`src/rtl/pulse_stretcher.sv`:
```
// Stretches single-cycle event pulses into fixed-length LED blinks separated by a forced gap.
// Optional macro PULSE_STRETCH_RETRIGGER_EN: a pulse during a blink extends it instead of queueing.
module pulse_stretcher #(
  parameter int HOLD_CYCLES = 25_000_000,
  parameter int GAP_CYCLES  = 12_500_000,
  parameter int PEND_W      = 4
) (
  input  logic              clk,
  input  logic              reset,
  input  logic              pulse_in,
  output logic              led_out,
  output logic              busy,
  output logic [PEND_W-1:0] pending,
  output logic              overflow
);

  localparam int MAX_CYC = (HOLD_CYCLES > GAP_CYCLES) ? HOLD_CYCLES : GAP_CYCLES;
  localparam int CW      = (MAX_CYC > 1) ? $clog2(MAX_CYC) : 1;

  localparam logic [CW-1:0] HOLD_LOAD = CW'(HOLD_CYCLES - 1);
  localparam logic [CW-1:0] GAP_LOAD  = CW'(GAP_CYCLES - 1);

  typedef enum logic [1:0] {
    IDLE = 2'd0,
    HOLD = 2'd1,
    GAP  = 2'd2
  } state_t;

  state_t            state, state_d;
  logic [CW-1:0]     cnt, cnt_d;
  logic [PEND_W-1:0] pend_d;
  logic              ovf_d;
  logic              cnt_zero;
  logic              gap_end;
  logic              queue_start;
  logic              enqueue;

  assign cnt_zero    = (cnt == '0);
  assign gap_end     = (state == GAP) && cnt_zero;
  assign queue_start = gap_end && (pending != '0);

  // A pulse on the final gap cycle with an empty queue starts the next blink directly.
`ifdef PULSE_STRETCH_RETRIGGER_EN
  assign enqueue = pulse_in && (state == GAP) && !(gap_end && (pending == '0));
`else
  assign enqueue = pulse_in && (state != IDLE) && !(gap_end && (pending == '0));
`endif

  always_comb begin
    state_d = state;
    cnt_d   = cnt;
    unique case (state)
      IDLE: begin
        if (pulse_in) begin
          state_d = HOLD;
          cnt_d   = HOLD_LOAD;
        end
      end
      HOLD: begin
`ifdef PULSE_STRETCH_RETRIGGER_EN
        if (pulse_in) begin
          cnt_d = HOLD_LOAD;
        end else
`endif
        if (cnt_zero) begin
          state_d = GAP;
          cnt_d   = GAP_LOAD;
        end else begin
          cnt_d = cnt - CW'(1);
        end
      end
      GAP: begin
        if (cnt_zero) begin
          if ((pending != '0) || pulse_in) begin
            state_d = HOLD;
            cnt_d   = HOLD_LOAD;
          end else begin
            state_d = IDLE;
          end
        end else begin
          cnt_d = cnt - CW'(1);
        end
      end
      default: begin
        state_d = IDLE;
        cnt_d   = '0;
      end
    endcase
  end

  always_comb begin
    pend_d = pending;
    ovf_d  = 1'b0;
    if (queue_start && !enqueue) begin
      pend_d = pending - PEND_W'(1);
    end else if (enqueue && !queue_start) begin
      if (pending == '1) begin
        ovf_d = 1'b1;
      end else begin
        pend_d = pending + PEND_W'(1);
      end
    end
  end

  always_ff @(posedge clk) begin
    if (reset) begin
      state    <= IDLE;
      cnt      <= '0;
      pending  <= '0;
      overflow <= 1'b0;
      led_out  <= 1'b0;
      busy     <= 1'b0;
    end else begin
      state    <= state_d;
      cnt      <= cnt_d;
      pending  <= pend_d;
      overflow <= ovf_d;
      led_out  <= (state_d == HOLD);
      busy     <= (state_d != IDLE);
    end
  end

endmodule

```
`config.mk`:
```
export PLATFORM = sky130hd
export DESIGN_NAME = pulse_stretcher
export DESIGN_NICKNAME = d
export VERILOG_FILES = /design/src/rtl/pulse_stretcher.sv
export SDC_FILE = /design/constraint.sdc
export NUM_CORES = 1
export LEC_CHECK = 0
export ABC_AREA = 1
export ABC_CLOCK_PERIOD_IN_PS = 4600
export BUFFER_PORTS_ARGS = -buffer_cell sky130_fd_sc_hd__buf_2
export CORE_ASPECT_RATIO = 1.4
export CORE_MARGIN = 1.5
export CORE_UTILIZATION = 38
export DETAILED_ROUTE_END_ITERATION = 8
export PLACE_DENSITY = 0.58
export SETUP_SLACK_MARGIN = 0.05
export SLEW_MARGIN = 20
export SYNTH_ARGS = -nofsm -noshare
export SYNTH_HDL_FRONTEND = slang
export SYNTH_SLANG_ARGS = --single-unit
```
`constraint.sdc`:
```
create_clock -name clk -period 4.6 [get_ports clk]
set_input_delay 1.38 -clock clk [delete_from_list [all_inputs] [get_ports clk]]
set_output_delay 1.38 -clock clk [all_outputs]
set_load 0.1 [all_outputs]
```
# After elaboration in Yosys (flattened, before gate mapping)
# Cells that the tools add are included.
[word_totals]
regBits = 34
latchBits = 0
ramBits = 0
mem_bits_ro = 0
elab_cells = 52
mem_count = 0
[classes]
add_sub_neg = 3
n_mul = 0
div_mod_pow = 0
n_lt_le_gt_ge = 0
eq_ne = 7
shift = 0
mux = 14
bitwise = 1
reduce_logical = 21
[op_table]
columns = ["op", "count"]
rows = [
  ["$mux 25", 4],
  ["$pmux 25 s3", 1],
  ["$logic_not 25->1", 1],
  ["$sub 25x1->25 const B", 1],
  ["$mux 4", 3],
  ["$logic_and 1x1->1", 7],
  ["$mux 2", 3],
  ["$pmux 2 s3", 1],
  ["$reduce_bool 2->1", 3],
  ["$add 4x1->4 const B", 1],
  ["$eq 2x1->1 const B", 2],
  ["$eq 4x4->1 const B", 1],
  ["$logic_not 4->1", 1],
  ["$ne 2x2->1 const B", 2],
  ["$reduce_and 2->1", 2],
  ["$reduce_bool 4->1", 1],
  ["$sub 4x1->4 const B", 1],
  ["$logic_not 1->1", 3],
  ["$ne 3x2->1 const B", 1],
  ["$reduce_or 3->1", 1],
  ["$eq 2x2->1 const B", 1],
  ["$logic_not 2->1", 1],
  ["$mux 1", 2],
  ["$logic_or 1x1->1", 1],
  ["$not 1->1", 1],
]

# Logic depth before layout (Yosys ltp)
[depth]
depth_word = 9
ltp_mapped = 19
mapped_depth_nobuf = 19

# Least setup slack after synthesis
# No wires, ideal clock.
[synth_path]
kind = "flip-flop to flip-flop"
start = "reg pending[0]"
end = "reg pending[2]"
setup_time_ns = 0.131
t_arrival_ns = 2.560
required_ns = 4.469
path_slack_ns = 1.910
path_stages_with_launch = 13
n_path_buf = 0
period_less_slack_ns = 2.690
cell_sequence = "dfxtp_1 -> inv_1 -> nand3_1 -> inv_1 -> nor3_2 -> ha_1 -> nand2_1 -> inv_1 -> nor2_1 -> ha_1 -> a21oi_1 -> xor2_1 -> a21oi_1"
[synth_between]
elab_chain_len = 8
[synth_rtl]
columns = ["element", "line", "rtl"]
rows = [
  ["start: declaration", "13", "output logic [PEND_W-1:0] pending,"],
  ["start signal: assignment", "116", "pending <= pend_d;"],
  ["parallel branches: the longest is 8 deep, another holds $add 4x1->4", "-", ""],
]
# Several ways; the timed one is not identified. The select of a mux whose other input is x is not followed.
# A chain may end at the register's enable or synchronous reset.

# Worst setup path in the final report
[layout_path]
start = "reg cnt[0]"
end = "reg pending[3]"
[layout_between]
elab_chain_len = 9
[layout_rtl]
columns = ["element", "line", "rtl"]
rows = [
  ["start: declaration", "30", "logic [CW-1:0] cnt, cnt_d;"],
  ["start signal: assignment", "115", "cnt <= cnt_d;"],
  ["$logic_not 25->1 (*)", "38", "assign cnt_zero = (cnt == '0);"],
  ["$logic_and 1x1->1 (*)", "39", "assign gap_end = (state == GAP) && cnt_zero;"],
  ["$logic_and 1x1->1", "46", "assign enqueue = pulse_in && (state != IDLE) && !(gap_end && (pending == '0));"],
  ["$logic_not 1->1", "46", ""],
  ["$logic_and 1x1->1", "46", ""],
  ["$logic_not 1->1", "94", "if (queue_start && !enqueue) begin"],
  ["$logic_and 1x1->1", "94", ""],
  ["$ne 2x2->1 (no line) / $reduce_bool 2->1 (equally long branches)", "-", ""],
  ["$reduce_and 2->1 (no line)", "-", ""],
]
# Every way passes the cells marked *; elsewhere a longest branch is shown, timed or not.

==> results.toml <==
[synth]
syn_area_per_cell_um2 = 6.13
synthesis.nets = 383
synth_seq_cells = 34
yosysWarnings = 0
netlist_area_um2 = 2300
synth_top_cell_area_share = 0.296
yosys-top-cells-area = "dfxtp_1, nand2_1, nor2_1, inv_1, a21oi_2"
synth_cells = 375
synth_top_cell_by_area = "dfxtp_1"
synth_cell_types = 28
yosysSeqAreaShare = 0.296

[worst_setup_path]
path_class = "reg2reg"
critPathMaxStageDelay_ns = 0.32
cp-start-kind = "register"
r2r_slack_ns = 1.84
cp_max_fo = 8
cp_top_family = "simple AND/OR/NAND/NOR gates"
crit_arrival_ns = 2.95
cp-end-kind = "register"
cp.buffers_inverters = 3
critPathSlowestCell = "dfxtp_1"
path_cells = "inv_1 > ha_1 > nand2_1 > nor2_1 > nand2_1 > nor2_2 > nand2_2 > nor3_2 > ha_1 > inv_1 > a21oi_1 > inv_1 > a21oi_1 > o21ai_0 > nor2_1 > nor2_1"
cp.required_ns = 4.79

[cts]
hold_buffers = 0
cts_tree = "built"
path_clk_slew_ns = 0.07
cts_max_path_buffers = 2
cts_buffers = 5
cts-root-buf = "clkbuf_8"
cts_setup_buffers = 0
clkLatencyLatePin_ns = 0.29
htreeDepth = 2
cts_resized = 0
clock-sinks = 34

[pwr]
worst_ir_drop_vdd_mv = 0.157
p_per_area_nw_per_um2 = 346
leakagePower_nw = 1.17

[die]
rows = 33
core_um2 = 5860
chipWidth_um = 68.7
ioPinCount = 10
die_h_um = 95.0
initial_core_util = 0.392
die-area_um2 = 6530

[cells_and_area]
fill_cells = 661
n_antenna_cell = 0
finalNonFillerCells = 457
syn_to_final_growth_pct = 8.76
final_cell_mix = "nand2_1, nor2_1, inv_1"
multiInputGateArea_um2 = 1420
layout_commonest_cell = "nand2_1"
layout.nets = 394
regArea_um2 = 681
drive_gt1_frac = 0.129

[detailed_routing]
drtIter0Drc = 169
viasPerCell = 4.96
top_layer = "met4"
wirelength_mm = 5.72
route.detailed.drc = 0
met1_length_mm = 2.59
dr.pass1.iters = 4
dr_wl_met3_um = 189
vias = 2265
wl_per_cell_um = 12.5
wl_met2_mm = 2.82
drtAntennaViolNets = 0

[sta]
setup_violations = 0
finClkSkew_ns = 0.00572
timing.final.crit_share = 0.600
fin_ws_ns = 1.84
slew_viol_final = 0
max_slew.worst_pin.slew_ns = 0.677
slew_headroom = 0.548
finalHoldViolCount = 0
post-route-min-period_ns = 2.76
rsz0062_at_grt = "no"
max_freq_ghz = 0.363
tns_ns = 0

[place]
io_buffer_count = 9
hpwl_mm = 4.32
dp_cells = 449
dpl_worst_slack_ns = 1.83
gp_congestion = 0.933

[run]
cap_violations = 0

[grt]
grt_first_pass_wirelength_mm = 9.90
first_global_vias = 2095
overflow = 0
grtUsageTotal = 0.199
grt_max_degree = 28
antenna_found_initial = 0

[outcome]
outcome = "finished, final reports clean"

[min_path]
min_path_type = "reg2reg"
==> final cells by class <==
| class | count | share of cell area |
|---|---|---|
| well taps | 70 | 0.0350 |
| multi-input cells | 293 | 0.566 |
| clock buffers | 8 | 0.0440 |
| flip-flops and latches | 34 | 0.272 |
| inverters | 43 | 0.0645 |
| repair buffers | 9 | 0.0180 |
==> worst register-to-register path, cell delays in order, from the launching register on <==
cell and delay [ns]:
dfxtp_1 0.32, inv_1 0.07, ha_1 0.23, nand2_1 0.09, nor2_1 0.15, nand2_1 0.14
nor2_2 0.15, nand2_2 0.15, nor3_2 0.24, ha_1 0.26, inv_1 0.07, a21oi_1 0.29
inv_1 0.11, a21oi_1 0.11, o21ai_0 0.11, nor2_1 0.10, nor2_1 0.05
==> power by group <==
part           switching, W  total [W]  internal, W
logic              0.000183   0.000257    0.0000743
registers         0.0000253   0.000343     0.000318
clock network      0.000114   0.000265     0.000151
==> sequential cells by signal (all words and copies together), names as in the netlist <==
signal,flops
busy,1
overflow,1
state,2
cnt,25
led_out,1
pending,4
==> stage by stage <==
step | area, µm² | util | hold WS [ns] | power, W
after CTS | 2500 | 0.427 | 0.486 | 0.000872
after detailed placement | 2390 | 0.408 | 0.473 | 0.000606
after global routing | 2500 | 0.427 | 0.515 | 0.000926
after global placement | 2390 | 0.408 | 0.467 | 0.000606
final | 2500 | 0.427 | 0.485 | 0.000866
after floorplan | 2300 | - | 0.455 | 0.000554
==> per-layer routing <==
layer | vias to the layer above | GRT usage
li1 | 1202 | -
met1 | 1018 | 0.252
met2 | 35 | 0.337
met3 | 10 | 0.0331
met4 | 0 | 0.0605
met5 | - | 0
==> cell usage after synthesis <==
| cell type | count |
|---|---|
| nand2_1 | 115 |
| nor2_1 | 73 |
| inv_1 | 39 |
| dfxtp_1 | 34 |
| nand3_1 | 17 |
| a21oi_1 | 15 |
| a21oi_2 | 13 |
| o21ai_0 | 10 |
| xor2_1 | 7 |
| ha_1 | 5 |
| nand4_1 | 5 |
| nor2_2 | 5 |
| nor3_1 | 5 |
| inv_2 | 4 |
| a31oi_1 | 3 |
| clkbuf_1 | 3 |
| nand2_2 | 3 |
| o21ai_1 | 3 |
| buf_8 | 2 |
| nand3_2 | 2 |
| nand3b_1 | 2 |
| nor2_4 | 2 |
| or2_2 | 2 |
| xnor2_1 | 2 |
| and3_1 | 1 |
| nand2_4 | 1 |
| nor3_2 | 1 |
| o21bai_1 | 1 |
==> final timing paths <==
check | to | depth (start not counted) | from
hold reg to reg | cnt[0] | 2 | cnt[0]
setup / recovery | pending[3] | 16 | cnt[0]
setup reg to reg | pending[3] | 16 | cnt[0]
hold / removal | cnt[0] | 2 | cnt[0]
==> cells by family (layout without fill, tap and decap cells) <==
family | count (synthesis) | count (layout) | synth area share
flip-flops | 34 | 34 | 0.296
XOR/XNOR | 9 | 9 | 0.0343
adder cells (fa/ha/maj) | 5 | 5 | 0.0272
buffers and inverters | 48 | 60 | 0.0881
AO/OA/AOI/OAI | 45 | 45 | 0.122
AND/OR/NAND/NOR | 234 | 234 | 0.433
(Power assumes the default switching activity.)
